==> src/rtl/priv_trap_pkg.sv <==
// Shared types, cause codes and fixed trap priority orders for the privilege trap controller.
package priv_trap_pkg;

    typedef enum logic [1:0] {
        ST_IDLE = 2'd0,
        ST_WAIT = 2'd1,
        ST_TAKE = 2'd2
    } trap_state_t;

    localparam logic [1:0] PRIV_U = 2'd0;
    localparam logic [1:0] PRIV_S = 2'd1;
    localparam logic [1:0] PRIV_M = 2'd3;

    localparam int unsigned NUM_STD_INT    = 12;
    localparam int unsigned NUM_STD_EX     = 16;
    localparam int unsigned INT_STD_RANKED = 6;
    localparam int unsigned EX_STD_RANKED  = 14;

    localparam int unsigned IRQ_SSI = 1;
    localparam int unsigned IRQ_MSI = 3;
    localparam int unsigned IRQ_STI = 5;
    localparam int unsigned IRQ_MTI = 7;
    localparam int unsigned IRQ_SEI = 9;
    localparam int unsigned IRQ_MEI = 11;

    localparam int unsigned EXC_IADDR_MIS = 0;
    localparam int unsigned EXC_IACC      = 1;
    localparam int unsigned EXC_ILLEGAL   = 2;
    localparam int unsigned EXC_BREAK     = 3;
    localparam int unsigned EXC_LADDR_MIS = 4;
    localparam int unsigned EXC_LACC      = 5;
    localparam int unsigned EXC_SADDR_MIS = 6;
    localparam int unsigned EXC_SACC      = 7;
    localparam int unsigned EXC_ECALL_U   = 8;
    localparam int unsigned EXC_ECALL_S   = 9;
    localparam int unsigned EXC_ECALL_M   = 11;
    localparam int unsigned EXC_IPF       = 12;
    localparam int unsigned EXC_LPF       = 13;
    localparam int unsigned EXC_SPF       = 15;

    // Interrupt line at rank pos (0 = highest): local lines high-index first, then standard order.
    function automatic int unsigned int_line_at(input int unsigned pos, input int unsigned num_int);
        int unsigned n_loc;
        n_loc = num_int - NUM_STD_INT;
        if (pos < n_loc) return num_int - 1 - pos;
        case (pos - n_loc)
            0:       return IRQ_MEI;
            1:       return IRQ_MSI;
            2:       return IRQ_MTI;
            3:       return IRQ_SEI;
            4:       return IRQ_SSI;
            default: return IRQ_STI;
        endcase
    endfunction

    // Exception cause at rank pos (0 = highest); custom causes follow in ascending order.
    function automatic int unsigned ex_cause_at(input int unsigned pos);
        if (pos >= EX_STD_RANKED) return NUM_STD_EX + (pos - EX_STD_RANKED);
        case (pos)
            0:       return EXC_BREAK;
            1:       return EXC_IPF;
            2:       return EXC_IACC;
            3:       return EXC_ILLEGAL;
            4:       return EXC_IADDR_MIS;
            5:       return EXC_ECALL_U;
            6:       return EXC_ECALL_S;
            7:       return EXC_ECALL_M;
            8:       return EXC_SADDR_MIS;
            9:       return EXC_LADDR_MIS;
            10:      return EXC_SPF;
            11:      return EXC_LPF;
            12:      return EXC_SACC;
            default: return EXC_LACC;
        endcase
    endfunction

endpackage

==> src/rtl/priv_trap_prio_enc.sv <==
// Fixed-order priority encoder: bit 0 of the request vector is the highest priority.
module priv_trap_prio_enc #(
    parameter  int unsigned N  = 8,
    localparam int unsigned IW = (N > 1) ? $clog2(N) : 1
) (
    input  logic [N-1:0]  i_req,
    output logic          o_valid_c,
    output logic [IW-1:0] o_idx_c
);

    always_comb begin
        o_valid_c = 1'b0;
        o_idx_c   = '0;
        for (int i = int'(N) - 1; i >= 0; i--) begin
            if (i_req[i]) begin
                o_valid_c = 1'b1;
                o_idx_c   = IW'(i);
            end
        end
    end

endmodule

==> src/rtl/priv_trap_ctrl.sv <==
// Trap controller: sticky interrupt pending, prioritised selection, pipe-drain wait and CSR inject pulses.
module priv_trap_ctrl
    import priv_trap_pkg::*;
#(
    parameter int unsigned NUM_INT = 16,
    parameter int unsigned NUM_EX  = 16,
    parameter int unsigned XLEN    = 32
) (
    input  logic               CLK,
    input  logic               RST,
    input  logic [NUM_INT-1:0] int_set,
    input  logic [NUM_INT-1:0] int_clr,
    input  logic [NUM_EX-1:0]  ex_src,
    input  logic [NUM_INT-1:0] mideleg,
    input  logic [NUM_EX-1:0]  medeleg,
    input  logic [NUM_INT-1:0] mie,
    input  logic               mstatus_mie,
    input  logic               mstatus_sie,
    input  logic [1:0]         priv,
    input  logic               pipe_clear,
    input  logic               ex_mem_stall,
    input  logic [XLEN-1:0]    epc,
    input  logic [XLEN-1:0]    tval_in,
    output logic [NUM_INT-1:0] mip,
    output logic               intr,
    output logic               intr_to_s,
    output logic [XLEN-1:0]    cause,
    output logic [XLEN-1:0]    next_epc,
    output logic [XLEN-1:0]    next_tval,
    output logic               inject_m,
    output logic               inject_s
);

    localparam int unsigned INT_ORD = NUM_INT - NUM_STD_INT + INT_STD_RANKED;
    localparam int unsigned EX_ORD  = NUM_EX - NUM_STD_EX + EX_STD_RANKED;
    localparam int unsigned IPW     = $clog2(INT_ORD);
    localparam int unsigned EPW     = $clog2(EX_ORD);
    localparam int unsigned ILW     = $clog2(NUM_INT);
    localparam int unsigned ELW     = $clog2(NUM_EX);

    trap_state_t        r_state;
    logic [NUM_INT-1:0] r_mip;
    logic [ILW-1:0]     r_lat_line;
    logic               r_lat_to_s;
    logic [XLEN-1:0]    r_lat_epc;
    logic               r_intr, r_intr_to_s, r_inject_m, r_inject_s;
    logic [XLEN-1:0]    r_cause, r_next_epc, r_next_tval;

    logic               w_m_ok, w_s_ok;
    logic [NUM_INT-1:0] w_int_to_s, w_int_elig;
    logic [INT_ORD-1:0] w_int_ord;
    logic [EX_ORD-1:0]  w_ex_ord;
    logic [NUM_EX-1:0]  w_ex_req;
    logic               w_int_valid, w_ex_valid;
    logic [IPW-1:0]     w_int_pos;
    logic [EPW-1:0]     w_ex_pos;
    logic [ILW-1:0]     w_int_line;
    logic [ELW-1:0]     w_ex_line;
    logic               w_ex_to_s;

    // Global enable gating for each possible interrupt target mode
    assign w_m_ok = (priv != PRIV_M) || mstatus_mie;
    assign w_s_ok = (priv == PRIV_U) || ((priv == PRIV_S) && mstatus_sie);

    for (genvar i = 0; i < NUM_INT; i++) begin : g_int_elig
        assign w_int_to_s[i] = mideleg[i] && (priv != PRIV_M);
        assign w_int_elig[i] = r_mip[i] && mie[i] && (w_int_to_s[i] ? w_s_ok : w_m_ok);
    end

    for (genvar p = 0; p < INT_ORD; p++) begin : g_int_ord
        localparam int unsigned LINE = int_line_at(p, NUM_INT);
        assign w_int_ord[p] = w_int_elig[LINE];
    end

    assign w_ex_req = ex_mem_stall ? '0 : ex_src;

    for (genvar p = 0; p < EX_ORD; p++) begin : g_ex_ord
        localparam int unsigned CODE = ex_cause_at(p);
        assign w_ex_ord[p] = w_ex_req[CODE];
    end

    priv_trap_prio_enc #(.N(INT_ORD)) u_int_enc (
        .i_req     (w_int_ord),
        .o_valid_c (w_int_valid),
        .o_idx_c   (w_int_pos)
    );

    priv_trap_prio_enc #(.N(EX_ORD)) u_ex_enc (
        .i_req     (w_ex_ord),
        .o_valid_c (w_ex_valid),
        .o_idx_c   (w_ex_pos)
    );

    assign w_int_line = ILW'(int_line_at(32'(w_int_pos), NUM_INT));
    assign w_ex_line  = ELW'(ex_cause_at(32'(w_ex_pos)));
    assign w_ex_to_s  = medeleg[w_ex_line] && (priv != PRIV_M);

    function automatic logic [XLEN-1:0] mk_cause(input logic is_int, input logic [4:0] code);
        mk_cause           = '0;
        mk_cause[XLEN-1]   = is_int;
        mk_cause[4:0]      = code;
    endfunction

    // Pending capture and trap FSM; inject outputs are 1-cycle pulses while in TAKE
    always_ff @(posedge CLK) begin
        if (RST) begin
            r_state     <= ST_IDLE;
            r_mip       <= '0;
            r_lat_line  <= '0;
            r_lat_to_s  <= 1'b0;
            r_lat_epc   <= '0;
            r_intr      <= 1'b0;
            r_intr_to_s <= 1'b0;
            r_inject_m  <= 1'b0;
            r_inject_s  <= 1'b0;
            r_cause     <= '0;
            r_next_epc  <= '0;
            r_next_tval <= '0;
        end else begin
            r_mip       <= int_set | (r_mip & ~int_clr);
            r_intr      <= 1'b0;
            r_intr_to_s <= 1'b0;
            r_inject_m  <= 1'b0;
            r_inject_s  <= 1'b0;
            r_cause     <= '0;
            r_next_epc  <= '0;
            r_next_tval <= '0;
            case (r_state)
                ST_IDLE, ST_WAIT: begin
                    if (w_ex_valid) begin
                        r_state     <= ST_TAKE;
                        r_intr      <= 1'b1;
                        r_intr_to_s <= w_ex_to_s;
                        r_inject_s  <= w_ex_to_s;
                        r_inject_m  <= !w_ex_to_s;
                        r_cause     <= mk_cause(1'b0, 5'(w_ex_line));
                        r_next_epc  <= epc;
                        r_next_tval <= tval_in;
                    end else if (r_state == ST_IDLE) begin
                        if (w_int_valid) begin
                            r_state    <= ST_WAIT;
                            r_lat_line <= w_int_line;
                            r_lat_to_s <= w_int_to_s[w_int_line];
                            r_lat_epc  <= epc;
                        end
                    end else if (!w_int_elig[r_lat_line]) begin
                        r_state <= ST_IDLE;
                    end else if (pipe_clear) begin
                        r_state     <= ST_TAKE;
                        r_intr      <= 1'b1;
                        r_intr_to_s <= r_lat_to_s;
                        r_inject_s  <= r_lat_to_s;
                        r_inject_m  <= !r_lat_to_s;
                        r_cause     <= mk_cause(1'b1, 5'(r_lat_line));
                        r_next_epc  <= r_lat_epc;
                        r_next_tval <= '0;
                    end
                end
                ST_TAKE: r_state <= ST_IDLE;
                default: r_state <= ST_IDLE;
            endcase
        end
    end

    assign mip       = r_mip;
    assign intr      = r_intr;
    assign intr_to_s = r_intr_to_s;
    assign cause     = r_cause;
    assign next_epc  = r_next_epc;
    assign next_tval = r_next_tval;
    assign inject_m  = r_inject_m;
    assign inject_s  = r_inject_s;

endmodule

==> config.mk <==
export PLATFORM = sky130hd
export DESIGN_NAME = priv_trap_ctrl
export DESIGN_NICKNAME = d
export VERILOG_FILES = /design/src/rtl/priv_trap_pkg.sv /design/src/rtl/priv_trap_prio_enc.sv /design/src/rtl/priv_trap_ctrl.sv
export SDC_FILE = /design/constraint.sdc
export NUM_CORES = 1
export LEC_CHECK = 0
export BUFFER_PORTS_ARGS = -buffer_cell sky130_fd_sc_hd__buf_2
export CAP_MARGIN = 20
export CORE_UTILIZATION = 39
export CTS_BUF_LIST = sky130_fd_sc_hd__clkbuf_4
export DETAILED_ROUTE_END_ITERATION = 10
export PLACE_DENSITY_LB_ADDON = 0.15
export SLEW_MARGIN = 25
export SYNTH_ARGS = -nofsm -noshare
export SYNTH_HDL_FRONTEND = slang
export SYNTH_SLANG_ARGS = --single-unit
==> constraint.sdc <==
create_clock -name CLK -period 3.6 [get_ports CLK]
set_clock_uncertainty 0.15 [all_clocks]
set_input_delay 0.72 -clock CLK [delete_from_list [all_inputs] [get_ports CLK]]
set_output_delay 0.72 -clock CLK [all_outputs]
set_load 0.01 [all_outputs]
# After elaboration in Yosys (flattened, before gate mapping)
# Memories as Yosys holds them, arrays and structs flattened.
# Index checks and enable logic that the tools add are counted.
# W data, S select, Z words.
# word_totals
n_memories,1
ff_bits,154
wordCells,208
out_inout_bits,116
rom_bits,64
# mem_list
name,words,width,rd,rd_ports_with_merged_regs,write_ports,line,text
(no name shown),16,4,1,0,0,priv_trap_pkg.sv:59,case (pos)
# classes
n_addsub,4
mux,103
bitwise,6
eq_ne,11
n_lt_le_gt_ge,5
reduce_logical,65
# op_table
operator,count
$mux W32,5
$mux W4,31
$eq A32 B2 Y1 const B,2
$mux W1,57
$logic_and A1 B1 Y1,50
$eq A32 B1 Y1 const B,1
$eq A32 B3 Y1 const B,1
$logic_not A32 Y1,1
$pmux W4 S5,1
$and A16 B16 Y16,1
$mux W16,1
$not A16 Y16,1
$or A16 B16 Y16,1
$lt A4 B5 Y1 const B,3
$bmux W1 S4,3
$mux W2,5
$reduce_or A3 Y1,2
$reduce_or A5 Y1,1
$sub A4 B3 Y5 const B,1
$add A1 B4 Y4 const A,1
$eq A2 B1 Y1 const B,2
$ge A4 B4 Y1 const B,1
$logic_not A2 Y1,2
$lt A4 B3 Y1 const B,1
13 further kinds,19

# Longest topological paths before layout
# depth
depth_word,24
ltp_mapped,14
mapped_depth_nobuf,14

# Cells and area by module
# From an unflattened synthesis, not the netlist that was laid out.
# hier_totals
hier_cells,662
area_unflattened_um2,5883.1
# by_module_without_submodules
mod,cells_per_inst,seq_area_each_um2,instances,area_each_um2
priv_trap_ctrl,618,2542.4,1,5612.9
priv_trap_prio_enc at u_ex_enc,26,0.0,1,168.9
priv_trap_prio_enc at u_int_enc,18,0.0,1,101.3

# Worst setup path before layout
# No wires, ideal clock.
# synth_path
path_kind,input to register
startpoint,in ex_src[0]
endpoint,reg r_inject_s (netlist: inject_s)
cell_stages,13
arrival_ps,3253
t_required_ps,3333
slack_ps,80
path_buffers,0
cell_sequence,or2_2 a21o_1 nor2_1 nand2_1 inv_1 ha_1 o21bai_1 nand3_1 o311ai_2 mux4_1 mux2i_1 mux2i_1 a32o_1
# synth_via
elab_chain_len,14
word_cells_on_any_way,22
cone_classes,2 x add/sub; 1 x order compare; 17 x mux; 1 x reduce/logical; 1 x memory
# synth_lines
element,line,text
start: declaration,priv_trap_ctrl.sv:13,"input logic [NUM_EX-1:0] ex_src,"
$mux W16 (*),priv_trap_ctrl.sv:75,assign w_ex_req = ex_mem_stall ? '0 : ex_src;
$mux W4 (5 in a row),priv_trap_prio_enc.sv:15,if (i_req[i]) begin
$sub A4 B4 Y4,priv_trap_pkg.sv:58,if (pos >= EX_STD_RANKED) return NUM_STD_EX + (pos - EX_STD_RANKED);
$add A1 B4 Y4,priv_trap_pkg.sv:58,
$mux W4,priv_trap_pkg.sv:58,
$mux W4,priv_trap_pkg.sv:59,
$bmux W1 S4,priv_trap_ctrl.sv:96,assign w_ex_to_s = medeleg[w_ex_line] && (priv != PRIV_M);
$mux W1 (not written as such),priv_trap_ctrl.sv:96,
$logic_and A1 B1 Y1,priv_trap_ctrl.sv:96,
$mux W1 (*),priv_trap_ctrl.sv:130,if (w_ex_valid) begin
end signal: assignment,priv_trap_ctrl.sv:134,r_inject_s <= w_ex_to_s;
end signal: assignment,priv_trap_ctrl.sv:152,r_inject_s <= r_lat_to_s;
end: declaration,priv_trap_ctrl.sv:46,"logic r_intr, r_intr_to_s, r_inject_m, r_inject_s;"
# Every way passes the cells marked *; elsewhere a longest branch is shown, timed or not. The select of a mux whose other input is x is not followed.
# A chain may end at the register's enable or synchronous reset.

# Worst setup path after layout
# layout_path
startpoint,in ex_src[2]
endpoint,reg r_inject_s (netlist: inject_s)
# layout_via
elab_chain_len,13
word_cells_on_any_way,20
cone_classes,2 x add/sub; 1 x order compare; 15 x mux; 1 x reduce/logical; 1 x memory
# layout_lines
element,line
$mux W16 (*),priv_trap_ctrl.sv:75
$mux W4 (4 in a row),priv_trap_prio_enc.sv:15
$sub A4 B4 Y4,priv_trap_pkg.sv:58
$add A1 B4 Y4,priv_trap_pkg.sv:58
$mux W4,priv_trap_pkg.sv:58
$mux W4,priv_trap_pkg.sv:59
$bmux W1 S4,priv_trap_ctrl.sv:96
$mux W1 (not written as such),priv_trap_ctrl.sv:96
$logic_and A1 B1 Y1,priv_trap_ctrl.sv:96
$mux W1 (*),priv_trap_ctrl.sv:130
# Marks and branches as above.

==> impl_results.rst <==
.. list-table::
   :header-rows: 1

   * - Metric
     - Value
   * - Sequential group share of total power
     - 48.8%
   * - Multi-input gate area in the final layout
     - 0.00277 mm^2
   * - Max_slew headroom
     - 54.0%
   * - Post-route worst setup slack
     - 0.325 ns
   * - Clock tree from TritonCTS
     - done
   * - Yosys cell types
     - 64
   * - Final sum of negative setup slack
     - 0 ns
   * - Delay of the slowest cell on the worst path
     - 0.62 ns
   * - Layout cell share with drive strength beyond 1
     - 39.2%
   * - Residual overflow from global routing
     - 0
   * - Fmax
     - 0.305 GHz
   * - CTS Root Cell
     - sky130_fd_sc_hd__clkbuf_4
   * - Fraction of the cycle the final worst path needs
     - 91.0%
   * - Insertion delay to the later sink of the worst-skew pair
     - 0.53 ns
   * - TritonCTS buffer count
     - 17
   * - Kind of start point of the critical path
     - input port
   * - Clock transition time at the flip-flop clock pins of the worst setup and hold paths
     - 0.12 ns
   * - Average cell area after synthesis
     - 9.09 um^2
   * - Sum of buffers and inverters on the critical path
     - 2
   * - Outcome
     - completed
   * - List of cells traversed by the critical path
     - buf_2 > or3_1 > o221ai_1 > nand2_1 > inv_1 > ha_1 > o21bai_1 > nand3_1 > o311ai_2 > mux4_1 > mux2i_1 > mux2i_1 > a32o_1
   * - Total of flip-flops plus latches after synthesis
     - 127
   * - Transition time of the tightest slew-check pin
     - 0.689 ns
   * - Post-cts gate resize count
     - 0
   * - Starting density of the core
     - 40.4%
   * - Cells after Synth
     - 624
   * - Worst setup slack after placement
     - -0.235 ns
   * - Shortest clock period the worst path allows after layout
     - 3.28 ns
   * - Finish-stage setup viols
     - 0
   * - Cell row count
     - 43
   * - Detailed placer's ending HPWL
     - 11800 um
   * - Vias after detailed routing
     - 5444
   * - Combinational share of power
     - 18.0%
   * - Highest fanout seen on the critical path
     - 5
   * - Post-synthesis to final-layout area growth
     - 33.8%
   * - RSZ-0062 raised after global routing
     - false
   * - Sequential cell area fraction in the yosys report
     - 44.8%
   * - Number of maximum-capacitance constraint violations
     - 0
   * - Count of TritonRoute iterations in the first routing pass
     - 4
   * - Switching power summed over all nets
     - 0.883 mW
   * - Post-route ant nets
     - 0
   * - Number of buffers between clock root and the deepest sink
     - 2
   * - Number of I/O pins
     - 284
   * - Inserted Diodes
     - 0
   * - Relative contribution of the clock network to total power
     - 33.1%
   * - Wire length of the first global-routing pass
     - 23800 um
   * - Number of flops mapped to enable cells by yosys
     - 0
   * - Hold-fix buffers at CTS
     - 0
   * - Async set-reset flop share out of synthesis
     - 0%
   * - Initial DRC count
     - 237
   * - Critical path class
     - input port to register
   * - Placeable Area
     - 0.0140 mm^2
   * - Maximum number of pins on one net before global-route repair
     - 37
   * - Post-CTS Setup Bufs
     - 0
   * - Static leakage
     - 3.79 nW
   * - # port buffers
     - 254
   * - Cell family with the largest share of critical-path delay
     - multiplexers
   * - Register area
     - 0.00254 mm^2
   * - CP Data Arrival Time
     - 3.55 ns
   * - Library cell appearing most often on the critical path
     - sky130_fd_sc_hd__mux2i_1
   * - Number of clock sinks
     - 127
   * - Count of H-tree levels built during CTS
     - 4
   * - Number of endpoints with negative hold slack in the final report
     - 0
   * - Standard cell with the maximum stage delay on the critical path
     - sky130_fd_sc_hd__mux4_1
   * - Max rail drop VDD
     - 0.297 mV
   * - Number of antenna violations at the first check in global routing
     - 0
   * - Dominant register cell in the synthesized netlist
     - sky130_fd_sc_hd__dfxtp_1
   * - Via count of the first global-routing pass
     - 5148
   * - Routed via count divided by cell count
     - 4.95
   * - Areal power density over the cells
     - 413 mW/mm^2
   * - Total Routed Length
     - 15300 um
   * - Utilization after layout
     - 54.0%
   * - Hold WS
     - 0.242 ns
   * - Worst min-delay path category
     - input port to register
   * - Area enclosed by the die boundary
     - 0.0150 mm^2
   * - Synth warnings
     - 0
   * - Placer Congestion
     - 0.886
   * - Residual DRC
     - 0
   * - Worst Setup End Kind
     - register
   * - Horizontal die dimension
     - 123 um
   * - Internal power summed over all cells
     - 2.25 mW
   * - Required time of the critical path
     - 3.87 ns
   * - R2R Setup Slk
     - 0.93 ns
   * - All-layer global routing usage
     - 20.4%
   * - DR WL/cell
     - 13.9 um
   * - Switching part of the total power
     - 28.2%
   * - Netlist area before placement
     - 0.00567 mm^2
   * - Vertical die dimension
     - 123 um
   * - Filler Cell Count
     - 1326
   * - Final count of pins violating max slew
     - 0
   * - Net total in the final layout
     - 1082
-- per-stage QoR --
stage	power (mW)	instances	cell area, um^2
5_1_grt	3.30	1100	7580
3_3_place_gp	2.12	1068	7270
3_5_place_dp	2.13	1068	7270
2_1_floorplan	1.90	650	5770
4_1_cts	3.17	1100	7580
6_report	3.13	1100	7580
-- cells in the final DEF, fill, tap and decap left out, drive strengths merged, types with 13 or more instances in the layout --
cell type	n
dfxtp	127
and3	32
a211oi	13
o21ai	14
clkbuf	19
a21oi	61
conb	27
buf	302
a22o	34
nor2	42
nand2	97
inv	26
-- power groups by stage --
| stage | Clock (mW) | Combinational [mW] | Sequential, mW |
|---|---|---|---|
| 6_report | 1.04 | 0.565 | 1.53 |
| 5_1_grt | 1.13 | 0.628 | 1.54 |
| 4_1_cts | 1.07 | 0.571 | 1.53 |
| 3_5_place_dp | 0 | 0.568 | 1.56 |
| 3_3_place_gp | 0 | 0.557 | 1.56 |
| 2_1_floorplan | 0 | 0.328 | 1.57 |
-- synthesized netlist by cell type, drive strengths merged (9+ instances only) --
cell type	number	share of area, %
mux4	9	3.8
and3b	9	1.4
a22o	34	5.3
a211oi	13	2.0
and3	32	3.5
nand2	97	6.4
a21oi	61	5.5
inv	24	1.6
clkbuf	25	1.7
dfxtp	127	45
buf	39	5.1
o21ai	14	1.2
nor2	42	2.8
-- path summary, 6_finish.rpt --
| check | start | end | depth (start not counted) |
|---|---|---|---|
| worst min register to register | r_lat_epc[3] | r_lat_epc[3] | 2 |
| worst max register to register | mip[7] | next_epc[3] | 9 |
| worst max-delay path | ex_src[2] | inject_s | 13 |
| worst min-delay path | int_set[4] | mip[4] | 3 |
-- routing by layer --
layer	wire [um]	part of all wire, %	vias to the layer above	track usage [%]
li1	-	-	2725	-
met1	6240	41	2500	23.0
met2	7810	51	199	36.6
met3	1010	6.6	20	5.95
met4	235	1.5	0	6.55
met5	0	0	-	0
-- worst reg2reg max path, cell delays in order, from the launching register on --
cell and delay (ns):
sky130_fd_sc_hd__dfxtp_1 0.36, sky130_fd_sc_hd__nand2_1 0.07, sky130_fd_sc_hd__nor4_1 0.47, sky130_fd_sc_hd__mux2i_1 0.22, sky130_fd_sc_hd__o22ai_1 0.20, sky130_fd_sc_hd__a22oi_1 0.08, sky130_fd_sc_hd__mux2_2 0.30, sky130_fd_sc_hd__and4b_2 0.42
sky130_fd_sc_hd__buf_4 0.22, sky130_fd_sc_hd__a22o_1 0.13
-- sequential cells by signal (all words and copies together) (netlist names) --
signal      flops
inject_m        1
r_lat_line      4
intr            1
inject_s        1
next_tval      32
r_lat_epc      32
next_epc       32
cause           5
r_lat_to_s      1
r_state         2
mip            16
-- cell type report --
cell class	instances	share of cell area, %
well taps	180	2.97
inverters	24	1.19
repair buffers	302	21.8
flip-flops and latches	127	33.5
clock inverters	13	2.14
multi-input cells	435	36.5
clock buffers	19	1.88
-- cells by family (layout without fill, tap and decap cells) --
group | Yosys count | in the layout | share of synthesized area (%)
flip-flops | 127 | 127 | 44.8
AO/OA/AOI/OAI | 149 | 149 | 18.6
AND/OR/NAND/NOR | 234 | 234 | 21.2
adder cells (fa/ha/maj) | 7 | 7 | 1.54
buffers and inverters | 88 | 358 | 8.34
multiplexers | 18 | 18 | 5.41
other | 1 | 27 | 0.0661
Power figures use the tool's default switching activity.
